`src/rtl/mem_arbiter.sv`:
```
// Two-port memory arbiter: grants one request at a time to a shared memory and returns data or a timeout error.
// Optional build macro MEM_ARB_RR_EN selects round-robin arbitration instead of fixed priority to port 1.
module mem_arbiter #(
   parameter int MEM_DEPTH  = 64,
   parameter int DATA_WIDTH = 32,
   parameter int TIMEOUT    = 16,
   localparam int ADDR_WIDTH = $clog2(MEM_DEPTH)
) (
   input  logic                  clk,
   input  logic                  reset,
   input  logic                  rq0_valid,
   input  logic                  rq1_valid,
   input  logic                  rq0_we,
   input  logic                  rq1_we,
   input  logic [ADDR_WIDTH-1:0] rq0_addr,
   input  logic [ADDR_WIDTH-1:0] rq1_addr,
   input  logic [DATA_WIDTH-1:0] rq0_wdata,
   input  logic [DATA_WIDTH-1:0] rq1_wdata,
   output logic                  rq0_ready,
   output logic                  rq1_ready,
   output logic                  rsp0_valid,
   output logic                  rsp1_valid,
   output logic [DATA_WIDTH-1:0] rsp_rdata,
   output logic                  rsp_err,
   output logic                  mem_req_valid,
   output logic                  mem_we,
   output logic [ADDR_WIDTH-1:0] mem_addr,
   output logic [DATA_WIDTH-1:0] mem_wdata,
   input  logic                  mem_valid_data,
   input  logic [DATA_WIDTH-1:0] mem_rdata
);

   typedef enum logic [1:0] {
      ST_IDLE,
      ST_ISSUE,
      ST_WAIT,
      ST_RESP
   } state_t;

   localparam logic [8:0] TIMEOUT_LIM = 9'(TIMEOUT);

   state_t                  state_q, state_d;
   logic                    port_q, port_d;
   logic                    we_q, we_d;
   logic [ADDR_WIDTH-1:0]   addr_q, addr_d;
   logic [DATA_WIDTH-1:0]   wdata_q, wdata_d;
   logic [DATA_WIDTH-1:0]   rdata_q, rdata_d;
   logic                    err_q, err_d;
   logic [7:0]              cnt_q, cnt_d;
   logic                    grant_valid;
   logic                    grant_port;

`ifdef MEM_ARB_RR_EN
   logic                    last_grant_q, last_grant_d;

   // Under contention the port that did not win last time goes next
   always_comb begin
      grant_valid = rq0_valid | rq1_valid;
      if (rq0_valid && rq1_valid) begin
         grant_port = ~last_grant_q;
      end else begin
         grant_port = rq1_valid;
      end
   end

   always_ff @(posedge clk) begin
      if (reset) begin
         last_grant_q <= 1'b1;
      end else begin
         last_grant_q <= last_grant_d;
      end
   end

   always_comb begin
      last_grant_d = last_grant_q;
      if ((state_q == ST_IDLE) && grant_valid) begin
         last_grant_d = grant_port;
      end
   end
`else
   always_comb begin
      grant_valid = rq0_valid | rq1_valid;
      grant_port  = rq1_valid;
   end
`endif

   always_ff @(posedge clk) begin
      if (reset) begin
         state_q <= ST_IDLE;
         port_q  <= 1'b0;
         we_q    <= 1'b0;
         addr_q  <= '0;
         wdata_q <= '0;
         rdata_q <= '0;
         err_q   <= 1'b0;
         cnt_q   <= '0;
      end else begin
         state_q <= state_d;
         port_q  <= port_d;
         we_q    <= we_d;
         addr_q  <= addr_d;
         wdata_q <= wdata_d;
         rdata_q <= rdata_d;
         err_q   <= err_d;
         cnt_q   <= cnt_d;
      end
   end

   always_comb begin
      state_d       = state_q;
      port_d        = port_q;
      we_d          = we_q;
      addr_d        = addr_q;
      wdata_d       = wdata_q;
      rdata_d       = rdata_q;
      err_d         = err_q;
      cnt_d         = cnt_q;
      rq0_ready     = 1'b0;
      rq1_ready     = 1'b0;
      rsp0_valid    = 1'b0;
      rsp1_valid    = 1'b0;
      mem_req_valid = 1'b0;

      case (state_q)
         ST_IDLE: begin
            if (grant_valid) begin
               rq0_ready = ~grant_port;
               rq1_ready = grant_port;
               port_d    = grant_port;
               we_d      = grant_port ? rq1_we    : rq0_we;
               addr_d    = grant_port ? rq1_addr  : rq0_addr;
               wdata_d   = grant_port ? rq1_wdata : rq0_wdata;
               state_d   = ST_ISSUE;
            end
         end
         ST_ISSUE: begin
            mem_req_valid = 1'b1;
            cnt_d         = '0;
            state_d       = ST_WAIT;
         end
         ST_WAIT: begin
            // A response arriving on the final watchdog cycle still counts as success
            if (mem_valid_data) begin
               rdata_d = we_q ? '0 : mem_rdata;
               err_d   = 1'b0;
               state_d = ST_RESP;
            end else if (({1'b0, cnt_q} + 9'd1) == TIMEOUT_LIM) begin
               rdata_d = '0;
               err_d   = 1'b1;
               state_d = ST_RESP;
            end else begin
               cnt_d = cnt_q + 8'd1;
            end
         end
         ST_RESP: begin
            rsp0_valid = ~port_q;
            rsp1_valid = port_q;
            state_d    = ST_IDLE;
         end
         default: begin
            state_d = ST_IDLE;
         end
      endcase
   end

   assign mem_we    = we_q;
   assign mem_addr  = addr_q;
   assign mem_wdata = wdata_q;
   assign rsp_rdata = rdata_q;
   assign rsp_err   = err_q;

endmodule

```
`config.mk`:
```
export PLATFORM = sky130hd
export DESIGN_NAME = mem_arbiter
export DESIGN_NICKNAME = d
export VERILOG_FILES = /design/src/rtl/mem_arbiter.sv
export SDC_FILE = /design/constraint.sdc
export NUM_CORES = 1
export LEC_CHECK = 0
export ABC_CLOCK_PERIOD_IN_PS = 4950
export CAP_MARGIN = 20
export CORE_MARGIN = 2
export CORE_UTILIZATION = 41
export CTS_CLUSTER_SIZE = 28
export DETAILED_ROUTE_END_ITERATION = 8
export GPL_TIMING_DRIVEN = 0
export HOLD_SLACK_MARGIN = 0.06
export PLACE_DENSITY = 0.85
export SETUP_SLACK_MARGIN = 0.3
export SLEW_MARGIN = 20
export SYNTH_ARGS = -nofsm -noshare
export SYNTH_HDL_FRONTEND = slang
export SYNTH_SLANG_ARGS = --single-unit
```
`constraint.sdc`:
```
create_clock -name clk -period 4.95 [get_ports clk]
set_clock_uncertainty 0.15 [all_clocks]
set_input_delay 1.2375 -clock clk [delete_from_list [all_inputs] [get_ports clk]]
set_output_delay 1.2375 -clock clk [all_outputs]
set_load 0.1 [all_outputs]
```
==> flow_summary.json, run 1 <==
{
  "cts_buffer_depth": 2,
  "worst_r2r_startpoint": "cnt_q[0]",
  "power_per_cell_area_nw_per_um2": 616,
  "antenna_found_initial": 0,
  "synthMuxAreaShare_pct": 11.7,
  "multi_input_area_um2": 1610,
  "synth-compound-area-share_pct": 23.2,
  "dpl-instance-area_um2": 5440,
  "setup_violations": 0,
  "hpwl_mm": 8.12,
  "synth_top_family_by_area": "compound AO/OA/AOI/OAI gates",
  "fp.dieW_um": 95.3,
  "start_kind": "input port",
  "slew_viol_final": 0,
  "fin_area_um2": 5660,
  "placementRows": 33,
  "cp_max_fo": 10,
  "fin_nets": 656,
  "core_um2": 8130,
  "final_cell_mix": "clkdlybuf4s50_1, dfxtp_1, nor2_1, a211oi_1, mux2i_1",
  "r2r_setup_slack_ns": 2.78,
  "drc_errors": 0,
  "regArea_um2": 1660,
  "synth_seq_cells": 83,
  "syn-num-nets": 456,
  "io_buffers": 189,
  "routabilityCongestion": 0.783,
  "n_antenna_cell": 0,
  "period_needed_ns": 4.51,
  "yosys_warnings": 0,
  "fin_crit_sh_pct": 91.1,
  "drtAntennaViolNets": 0,
  "wl_mm": 10.2,
  "maxCapViolations": 0,
  "grt_first_pass_wirelength_mm": 15.7,
  "max_freq_ghz": 0.222,
  "clk_pin_slew_ns": 0.08,
  "die_area_um2": 9080,
  "arrival_ns": 3.12,
  "io-pin-count": 192,
  "holdPathEnd": "rsp_rdata[13]",
  "finalHoldViolCount": 0,
  "synth_xor_area_share_pct": 0,
  "r2r_end": "rsp_rdata[9]",
  "grt_max_degree": 14,
  "synth_top_area_share_pct": 48.6,
  "grtUsageTotal_pct": 22.3,
  "grt_pass1_vias": 3273,
  "cts.sinks": 83,
  "synthTopCellsByArea": "dfxtp_1, mux2i_1, a211oi_1",
  "synthAdderAreaFrac_pct": 1.83,
  "synth_top_cell_by_area": "dfxtp_1",
  "syn_inst": 336,
  "cts_setup_buffers": 0,
  "slew_headroom_pct": 30.3,
  "wl_per_cell_um": 15.8,
  "cts_tree": "done",
  "vias_per_cell": 5.15,
  "cts_root_buffer": "clkbuf_8",
  "setup_tns_ns": 0,
  "firstDrtPassIters": 4,
  "critPathKind": "input port to output pin",
  "synth_cell_type_count": 38,
  "yosys.area_share.simple_pct": 10.5,
  "p_leak_nw": 2.24,
  "drt-initial-drc-count": 50,
  "drive_gt1_share_pct": 5.36,
  "syn2layout_area_growth_pct": 65.7,
  "clkLatencyLatePin_ns": 0.34,
  "final_common_cell": "clkdlybuf4s50_1",
  "die_h_um": 95.3,
  "min_from": "rsp_rdata[13]",
  "ff2ff_path_depth": 7,
  "vias": 3327,
  "ir_drop_mv": 0.443,
  "hold_class": "flop to flop",
  "fill_cells": 604,
  "crit_path_end_kind": "output pin",
  "required_ns": 3.56,
  "cts_made_buffers": 9,
  "yosysSeqAreaShare_pct": 48.6,
  "tightest_slew_ns": 1.04,
  "status": "complete, no violations",
  "postSynthAreaPerCell_um2": 10.2,
  "start_util_pct": 42.0,
  "overflow": 0,
  "hold_depth": 1,
  "fin_util_pct": 69.6,
  "synthesis.area_um2": 3420,
  "grt_setup_unrepaired": "no",
  "cts-htree-levels": 3
}
==> power breakdown <==
| group | internal (W) | switching [W] |
|---|---|---|
| registers | 0.000824 | 0.0000921 |
| logic | 0.000511 | 0.00152 |
| clock network | 0.000299 | 0.000237 |
| total | 0.00163 | 0.00185 |
==> timing repair <==
item,4_1_cts,5_1_grt
hold buffers,0,0
endpoints found under the setup margin,1,2
hold endpoints to repair,0,0
resized for setup,1,2
==> metal layers <==
layer,vias up,global-route usage [%],wire (um)
met5,-,0,0
met4,0,9.66,261
met3,22,4.82,517
met2,97,40.7,5370
met1,1568,24.7,4080
li1,1640,-,-
==> critical path, stage by stage <==
cell and delay (ns):
clkbuf_1 0.27, buf_1 0.52, and2_1 0.24, clkdlybuf4s15_1 0.85
==> through the flow <==
step	std cells	hold WS, ns	setup slack [ns]	power, W
3_5_place_dp	630	0.313	0.0908	0.00297
2_1_floorplan	336	0.280	0.595	0.00244
4_1_cts	646	0.330	0.342	0.00350
3_3_place_gp	630	0.311	0.153	0.00293
5_1_grt	646	0.348	0.307	0.00362
6_report	646	0.331	0.442	0.00349
==> synth_stat cells (all sizes together) <==
cell type  number
or4             2
o221a           1
dfxtp          83
o211ai          4
a21oi           8
nand4           3
and4bb          1
o21a            3
nor3            5
a211oi         41
inv             5
buf            10
a22o           32
a31oi           2
nand3           3
and3b           1
clkbuf         16
nor2b           2
a21o            2
mux2i          40
a22oi           1
nor3b           1
a41oi           1
nor2           45
and4            1
nand2          10
or2             1
and2            2
and3            1
o21ai           4
ha              5
==> sequential cells by signal (all words and copies together), names as in the netlist <==
name and cells:
state_q 2, mem_addr 6, rsp_rdata 32, cnt_q 8, port_q 1, mem_we 1
mem_wdata 32, rsp_err 1
==> final cells by class <==
| cell class | count | share of cell area (%) |
|---|---|---|
| inverters | 5 | 0.332 |
| clock buffers | 12 | 2.56 |
| plain buffers | 26 | 2.19 |
| multi-input cells | 222 | 28.5 |
| flip-flops and latches | 83 | 29.4 |
| clock inverters | 4 | 1.30 |
| well taps | 105 | 2.32 |
| repair buffers | 189 | 33.5 |
==> how the worst max path moves through the flow <==
stage,end,startpoint
after floorplan,rq0_ready,rq1_valid
after global placement,rq1_ready,rq1_valid
after detailed placement,rq1_ready,rq1_valid
after CTS,rq0_ready,rq1_valid
after global routing,rq1_ready,rq1_valid
final,rq1_ready,rq1_valid
==> logic make-up (layout without fill, tap and decap cells) <==
group | after synthesis | count (layout)
muxes | 40 | 40
and+or+nand+nor | 78 | 78
DFF | 83 | 83
adders and majority gates | 5 | 5
buffers and inverters | 31 | 236
AOI/OAI and AO/OA | 99 | 99
No activity file was read; power rests on OpenSTA's default activity.
==> run 2: changes to the inputs <==
Settings changed: CORE_UTILIZATION 41 to 55, DONT_BUFFER_PORTS from default to 1, PLACE_DENSITY 0.85 to 0.7.
==> run 2 against run 1 <==
Against the previous run:
- critical path depth decreased by 1
- fmax rose by 4.0%
- sequential power rose by 110%
- non-clock buffer count down 189
- combinational power fell by 70%
- critical endpoint unchanged
- global-route usage up 1.4 points
- largest power group is now sequential cells
- wire length fell by 20%
==> flow_summary.json, run 2 (synthesis gave the netlist of run 1 again) <==
{
  "status": "complete, no violations",
  "placementRows": 28,
  "setup_violations": 0,
  "p_leak_nw": 1.52,
  "drc_errors": 0,
  "drtAntennaViolNets": 0,
  "hpwl_mm": 6.26,
  "die_h_um": 82.8,
  "cts-htree-levels": 3,
  "cts_root_buffer": "clkbuf_8",
  "final_common_cell": "dfxtp_1",
  "tightest_slew_ns": 1.09,
  "core_um2": 5960,
  "fin_area_um2": 3750,
  "io_buffers": 0,
  "cts_setup_buffers": 0,
  "clk_pin_slew_ns": 0.08,
  "fin_nets": 467,
  "power_per_cell_area_nw_per_um2": 839,
  "hold_class": "flop to flop",
  "start_kind": "input port",
  "syn2layout_area_growth_pct": 9.82,
  "maxCapViolations": 0,
  "cts_resized": 0,
  "finalHoldViolCount": 0,
  "grtUsageTotal_pct": 23.7,
  "cts_buffer_depth": 2,
  "n_antenna_cell": 0,
  "hold_buffers": 0,
  "max_freq_ghz": 0.231,
  "cts.sinks": 83,
  "fp.dieW_um": 82.8,
  "grt_first_pass_wirelength_mm": 13.1,
  "period_needed_ns": 4.33,
  "cts_tree": "done",
  "clkLatencyLatePin_ns": 0.34,
  "grt_pass1_vias": 2557,
  "io-pin-count": 192,
  "dp_slack_ns": 0.614,
  "cp_max_fo": 10,
  "drt-initial-drc-count": 107,
  "critPathKind": "input port to output pin",
  "final_cell_mix": "dfxtp_1, nor2_1, a211oi_1, mux2i_1, a22o_1",
  "slew_viol_final": 0,
  "antenna_found_initial": 0,
  "drive_gt1_share_pct": 9.12,
  "ir_drop_mv": 0.553,
  "setup_tns_ns": 0,
  "firstDrtPassIters": 4,
  "arrival_ns": 2.95,
  "start_util_pct": 57.4,
  "vias_per_cell": 6.04,
  "grt_max_degree": 15,
  "die_area_um2": 6860,
  "grt_setup_unrepaired": "no",
  "dpl-instance-area_um2": 3510,
  "wl_per_cell_um": 19.3,
  "cts_made_buffers": 9,
  "fill_cells": 528,
  "slew_headroom_pct": 27.0,
  "required_ns": 3.56,
  "fin_crit_sh_pct": 87.6,
  "crit_path_end_kind": "output pin",
  "wl_mm": 8.23,
  "overflow": 0,
  "vias": 2575,
  "routabilityCongestion": 0.791,
  "timing.final.ws_setup_ns": 0.615
}
[run 2: area by class of cell]
type                            instances  area, um2  share of cell area [%]
Inverter                                5       18.8                   0.500
Clock inverter                          6        113                    3.00
Sequential cell                        83       1660                    44.3
Buffer                                 26        124                    3.30
Clock buffer                            9        124                    3.30
Tap cell                               75       93.8                    2.50
Multi-Input combinational cell        222       1620                    43.1
[run 2: critical path, stage by stage]
cell and delay (ns):
clkbuf_1 0.27, buf_1 0.54, and2_1 0.89
[run 2: final timing paths]
| check | start | end | slack (ns) | cells past startpoint |
|---|---|---|---|---|
| max | rq1_valid | rq1_ready | 0.62 | 3 |
| min | cnt_q[7] | cnt_q[7] | 0.34 | 1 |
| max reg2reg | state_q[1] | cnt_q[7] | 2.65 | 5 |
| min reg2reg | cnt_q[7] | cnt_q[7] | 0.34 | 1 |
[run 2: power breakdown]
group	switching, W	internal, W
clock	0.000243	0.000334
combinational	0.000413	0.000203
sequential	0.00113	0.000821
[run 2: per-layer routing]
layer / share of wire (%) / global-route usage, % / routed length [um]
met2: 50 / 39.4 / 4100
met4: 2.4 / 11.2 / 200
met1: 41 / 28.4 / 3380
met5: 0 / 0 / 0
met3: 6.6 / 6.36 / 543
[run 2: stage by stage]
stage	hold WS [ns]	total power (W)	cells	util, %
after floorplan	0.280	0.00244	336	-
after global placement	0.311	0.00257	411	58.9
after detailed placement	0.318	0.00259	411	59.0
final	0.337	0.00315	426	63.0
after global routing	0.366	0.00328	426	63.0
after CTS	0.335	0.00316	426	63.0
